<file path="src/rtl/cam_pkg.sv">
// Shared definitions for the OV7670 capture path: FSM encoding, default
// buffer geometry and the RGB444 bit positions kept in the RGB111 reduction.
package cam_pkg;

  localparam int CAM_X_DEF = 160;
  localparam int CAM_Y_DEF = 120;

  localparam logic [2:0] S_VBLANK    = 3'd0;
  localparam logic [2:0] S_SKIP      = 3'd1;
  localparam logic [2:0] S_LINE_IDLE = 3'd2;
  localparam logic [2:0] S_BYTE0     = 3'd3;
  localparam logic [2:0] S_BYTE1     = 3'd4;

  // MSB of each 4-bit channel: R in byte0[3:0], G in byte1[7:4], B in byte1[3:0]
  localparam int R_BIT = 3;
  localparam int G_BIT = 7;
  localparam int B_BIT = 3;

endpackage

</file>
<file path="src/rtl/cam_px_pack.sv">
// Combinational RGB444 byte pair to RGB111 {R,G,B} reduction.
module cam_px_pack
  import cam_pkg::*;
(
  input  logic [7:0] byte0,
  input  logic [7:0] byte1,
  output logic [2:0] px
);

  logic unused_bits;

  assign px          = {byte0[R_BIT], byte1[G_BIT], byte1[B_BIT]};
  assign unused_bits = ^{byte0, byte1};

endmodule

</file>
<file path="src/rtl/cam_capture_rgb111.sv">
// Camera capture stage: pairs OV7670 bytes into RGB111 pixels and writes them
// linearly into the frame buffer, flagging completed frames and malformed lines.
module cam_capture_rgb111
  import cam_pkg::*;
#(
  parameter int CAM_SCREEN_X = CAM_X_DEF,
  parameter int CAM_SCREEN_Y = CAM_Y_DEF,
  parameter int AW           = 15,
  parameter int DW           = 3
) (
  input  logic          clk,
  input  logic          rst,
  input  logic [7:0]    data,
  input  logic          vsync,
  input  logic          href,
  input  logic          en,
  output logic [AW-1:0] mem_px_addr,
  output logic [DW-1:0] mem_px_data,
  output logic          px_wr,
  output logic          frame_done,
  output logic          line_err
);

  localparam logic [7:0]    COL_END   = 8'(CAM_SCREEN_X);
  localparam logic [7:0]    ROW_END   = 8'(CAM_SCREEN_Y);
  localparam logic [AW-1:0] LINE_STEP = AW'(CAM_SCREEN_X);

  logic [2:0]    state;
  logic          vsync_p0;
  logic [7:0]    byte0_p0;
  logic [7:0]    col;
  logic [7:0]    row;
  logic [AW-1:0] base;
  logic          frame_act;
  logic          err_seen;

  logic          vs_rise;
  logic          vs_fall;
  logic          row_live;
  logic          col_live;
  logic          capturing;
  logic          eol;
  logic [2:0]    px_p0;

  cam_px_pack u_px_pack (
    .byte0 (byte0_p0),
    .byte1 (data),
    .px    (px_p0)
  );

  assign vs_rise   = vsync & ~vsync_p0;
  assign vs_fall   = ~vsync & vsync_p0;
  assign row_live  = (row < ROW_END);
  assign col_live  = (col < COL_END);
  assign capturing = (state == S_LINE_IDLE) || (state == S_BYTE0) || (state == S_BYTE1);

  // href dropping after a complete or dangling pixel closes the line
  always_comb begin
    eol = 1'b0;
    if (capturing && !vs_rise && !href && (state == S_BYTE0 || state == S_BYTE1))
      eol = 1'b1;
  end

  always_ff @(posedge clk or posedge rst) begin
    if (rst) begin
      state       <= S_VBLANK;
      vsync_p0    <= 1'b0;
      byte0_p0    <= '0;
      col         <= '0;
      row         <= '0;
      base        <= '0;
      frame_act   <= 1'b0;
      err_seen    <= 1'b0;
      mem_px_addr <= '0;
      mem_px_data <= '0;
      px_wr       <= 1'b0;
      frame_done  <= 1'b0;
      line_err    <= 1'b0;
    end else begin
      vsync_p0   <= vsync;
      px_wr      <= 1'b0;
      frame_done <= 1'b0;
      line_err   <= 1'b0;

      case (state)
        S_VBLANK: begin
          col       <= '0;
          row       <= '0;
          base      <= '0;
          err_seen  <= 1'b0;
          frame_act <= 1'b0;
          if (vs_fall) begin
            frame_act <= en;
            state     <= en ? S_LINE_IDLE : S_SKIP;
          end
        end

        S_SKIP: begin
          if (vs_rise)
            state <= S_VBLANK;
        end

        S_LINE_IDLE, S_BYTE0: begin
          if (vs_rise) begin
            frame_done <= frame_act && !row_live;
            state      <= S_VBLANK;
          end else if (href) begin
            byte0_p0 <= data;
            state    <= S_BYTE1;
          end else if (state == S_BYTE0) begin
            state <= S_LINE_IDLE;
          end
        end

        S_BYTE1: begin
          if (vs_rise) begin
            frame_done <= frame_act && !row_live;
            state      <= S_VBLANK;
          end else if (href) begin
            if (row_live && col_live) begin
              px_wr       <= 1'b1;
              mem_px_addr <= base + AW'(col);
              mem_px_data <= DW'(px_p0);
              col         <= col + 8'd1;
            end else if (row_live && !err_seen) begin
              line_err <= 1'b1;
              err_seen <= 1'b1;
            end
            state <= S_BYTE0;
          end else begin
            if (row_live && !err_seen)
              line_err <= 1'b1;
            state <= S_LINE_IDLE;
          end
        end

        default: state <= S_VBLANK;
      endcase

      // Row base advances by one line; it stops at the frame end so it never leaves AW
      if (eol) begin
        col      <= '0;
        err_seen <= 1'b0;
        if (row_live) begin
          row  <= row + 8'd1;
          base <= base + LINE_STEP;
        end
      end
    end
  end

endmodule
</file>
<file path="config.mk">
export PLATFORM = sky130hd
export DESIGN_NAME = cam_capture_rgb111
export DESIGN_NICKNAME = d
export VERILOG_FILES = /design/src/rtl/cam_pkg.sv /design/src/rtl/cam_px_pack.sv /design/src/rtl/cam_capture_rgb111.sv
export SDC_FILE = /design/constraint.sdc
export NUM_CORES = 1
export LEC_CHECK = 0
export BUFFER_PORTS_ARGS = -buffer_cell sky130_fd_sc_hd__buf_4
export CAP_MARGIN = 0
export CORE_ASPECT_RATIO = 0.5
export CORE_UTILIZATION = 31
export DETAILED_ROUTE_END_ITERATION = 7
export SKIP_LAST_GASP = 1
export SLEW_MARGIN = 40
export SYNTH_ARGS = -nofsm -noshare
export SYNTH_HDL_FRONTEND = slang
export SYNTH_SLANG_ARGS = --single-unit
</file>
<file path="constraint.sdc">
create_clock -name clk -period 5.51 [get_ports clk]
set_clock_uncertainty 0.2 [all_clocks]
set_input_delay 0.551 -clock clk [delete_from_list [all_inputs] [get_ports clk]]
set_output_delay 0.551 -clock clk [all_outputs]
set_load 0.1 [all_outputs]
</file>
==> results.sh <==
export IMPL_irDropWorstVdd_mv=0.1479
export IMPL_die_y_um=72.09
export IMPL_cp_slowest_cell="or3_1"
export IMPL_fin_ws_ns=2.599
export IMPL_gp_congestion=0.8108
export IMPL_cts_max_level=3
export IMPL_antenna_found_initial=0
export IMPL_cts_root_buf="clkbuf_16"
export IMPL_synthesis_nets=308
export IMPL_num_nets_final=335
export IMPL_cp_cell_sequence="or3_1 -> a21o_1 -> nor2_4 -> mux2_2"
export IMPL_drt_first_pass_iters=4
export IMPL_crit_path_start_kind="flip-flop"
export IMPL_finalHoldViolCount=0
export IMPL_die_area_um2=10250
export IMPL_drive_gt1_share_pct=22.61
export IMPL_clkSinkCount=59
export IMPL_clk_latency_ns=0.32
export IMPL_worstRegToRegCells=4
export IMPL_num_rows=25
export IMPL_ant_nets=0
export IMPL_worstHoldPathType="in -> async"
export IMPL_pin_count=34
export IMPL_synth_area_leader_cell="dfrtp_1"
export IMPL_dieWidth_um=142.2
export IMPL_synth_seq_cells=59
export IMPL_diodes=0
export IMPL_worstMarginPinSlew_ns=0.7502
export IMPL_cp_required_ns=5.51
export IMPL_synth_edf_count=0
export IMPL_cts_tree="yes"
export IMPL_path_class="reg -> reg"
export IMPL_worst_path_largest_cell_delay_ns=0.74
export IMPL_cts_resized=0
export IMPL_hpwl_um=4333
export IMPL_netlist_area_um2=3045
export IMPL_totalWireLength_um=6113
export IMPL_finalCritPeriodShare_pct=52.82
export IMPL_ys_warn_count=0
export IMPL_yosysSeqAreaShare_pct=48.48
export IMPL_drt_iter0_drc=125
export IMPL_synthCells=283
export IMPL_grt_use_total_pct=13.49
export IMPL_maxCapViolations=0
export IMPL_max_freq_mhz=343.6
export IMPL_rsz0062_at_grt="false"
export IMPL_area_delta_synth_final_pct=19.52
export IMPL_clockBufferDepth=2
export IMPL_syn_avg_cell_area_um2=10.76
export IMPL_setup_worst_path_end_class="flip-flop"
export IMPL_port_buffers=27
export IMPL_setup_violations=0
export IMPL_synth_cell_types=46
export IMPL_r2r_end="mem_px_addr[7]"
export IMPL_path_delay_family="simple AND/OR/NAND/NOR gates"
export IMPL_start_util_pct=32.13
export IMPL_reg2reg_from="state[2]"
export IMPL_drc=0
export IMPL_fin_tns_setup_ns=0
export IMPL_p_per_area_nw_per_um2=391.5
export IMPL_avgViaCountPerCell=4.976
export IMPL_numCtsBuffers=9
export IMPL_clkTransAtPathRegs_ns=0.05
export IMPL_ys_async_sr_fraction_pct=100.0
export IMPL_ff2ff_setup_slack_ns=2.60
export IMPL_cp_max_fo=22
export IMPL_yosysTopAreaCellShare_pct=48.48
export IMPL_status="finished, final reports clean"
export IMPL_grt_pass1_vias=2198
export IMPL_dr_total_vias=2234
export IMPL_cts_hold_buffers=0
export IMPL_finalCriticalPeriod_ns=2.911
export IMPL_core_um2=9478
export IMPL_maxSlewHeadroom_pct=49.98
export IMPL_cp_num_buf_inv=0
export IMPL_critPathArrivalTime_ns=2.92
export IMPL_grt_first_pass_wirelength_um=10650
export IMPL_overflow=0
export IMPL_p_leak_nw=1.767
export IMPL_drv_slew=0
export IMPL_yosys_top_cells_area="dfrtp_1, mux2_2, ha_1, o21ai_0, xnor2_1"
export IMPL_grt_max_degree=60
export IMPL_avgRoutedWirePerCell_um=13.61
export IMPL_postCtsSetupBuffers=0
export IMPL_synth_flop_cell="dfrtp_1"
export IMPL_dp_slack_ns=2.597
## cell families after synthesis
logic type | after synthesis | synth area share, %
buf+inv | 15 | 2.383
mux | 24 | 8.710
flops | 59 | 48.48
simple gates | 88 | 15.74
xor+xnor | 17 | 4.889
compound gates | 68 | 14.63
fa+ha+maj | 12 | 5.177
## per-layer routing
layer  GRT usage, %  part of all wire (%)  vias to the layer above
met5              0                     0                        -
li1               -                     -                     1083
met2          21.08                    46                       36
met4          4.659                   1.5                        0
met3          5.281                   4.2                       10
met1          17.12                    48                     1105
## area by class of cell
cell class | count | area (um2)
sequential | 59 | 1476
multi-input combinational | 209 | 1509
inverter | 3 | 11.26
tap | 135 | 168.9
fill | 910 | 5838
timing repair buffer | 28 | 214.0
clock buffer | 10 | 229.0
clock inverter | 5 | 31.28
## cells in the final DEF (no fill, tap or decap), types with 2 or more instances in the layout
master     count
nand2b_1       3
and2_1         8
a22o_1         3
a211oi_1       3
nand3_1        9
and3_1         5
inv_1          2
nand2_1       24
xor2_1         6
xnor2_1       11
nor2_1        11
buf_4         27
a211o_1        2
or3_1          6
a21oi_1       16
mux2_2        20
a21o_1         5
mux2i_1        4
o21a_1         2
o211ai_1       7
o21ai_0       20
nor3_1         4
nand4_1        5
nor2b_1        3
clkbuf_16      9
o31ai_1        2
dfrtp_1       59
ha_1          11
a31oi_1        2
clkinv_2       3
## per-stage QoR
step / total power, W / utilization, % / instance area [um2] / hold WS, ns / cells
after floorplan: 0.0008453 / - / 3045 / 0.2305 / 283
after global placement: 0.0009269 / 35.51 / 3366 / 0.2507 / 434
after detailed placement: 0.0009428 / 35.56 / 3371 / 0.2486 / 434
after CTS: 0.001438 / 38.31 / 3631 / 0.1436 / 449
after global routing: 0.001493 / 38.40 / 3640 / 0.1483 / 449
final: 0.001425 / 38.40 / 3640 / 0.1577 / 449
## worst max-delay path by stage
stage | startpoint | to | slack, ns | depth (start not counted)
finish | state[2] | mem_px_addr[7] | 2.60 | 4
CTS | state[2] | mem_px_addr[7] | 2.57 | 4
detailed placement | state[2] | mem_px_data[2] | 2.60 | 4
global route | state[2] | mem_px_addr[5] | 2.43 | 4
floorplan | col[0] | mem_px_addr[8] | 3.21 | 7
global placement | state[2] | mem_px_addr[1] | 2.35 | 4
## worst reg2reg max path, stage by stage, from the launching register on
cell and delay, ns:
dfrtp_1 0.47, or3_1 0.74, a21o_1 0.41, nor2_4 0.55, mux2_2 0.42
## power by group
group | internal, W | switching (W)
sequential | 0.000475 | 0.0000406
combinational | 0.000103 | 0.000319
clock | 0.000299 | 0.000189
total | 0.000877 | 0.000548
## registers in the layout, indices dropped and copies added (netlist names)
register and flops:
px_wr 1, line_err 1, row 8, err_seen 1, frame_done 1, byte0_p0 1
mem_px_data 3, state 3, base 15, frame_act 1, vsync_p0 1, mem_px_addr 15
col 8
## synth_stat cells (5+ instances only)
cell type and instances:
nor2_1 12, and2_1 8, and3_1 5, ha_1 11
mux2_2 20, nand2_1 24, nand3_1 9, nor3_1 5
dfrtp_1 59, a21oi_1 16, or3_1 6, a21o_1 5
o211ai_1 7, o21ai_0 20, nand4_1 5, xor2_1 6
xnor2_1 11, clkbuf_1 6
Note: power is estimated with default switching activity, not from simulation.
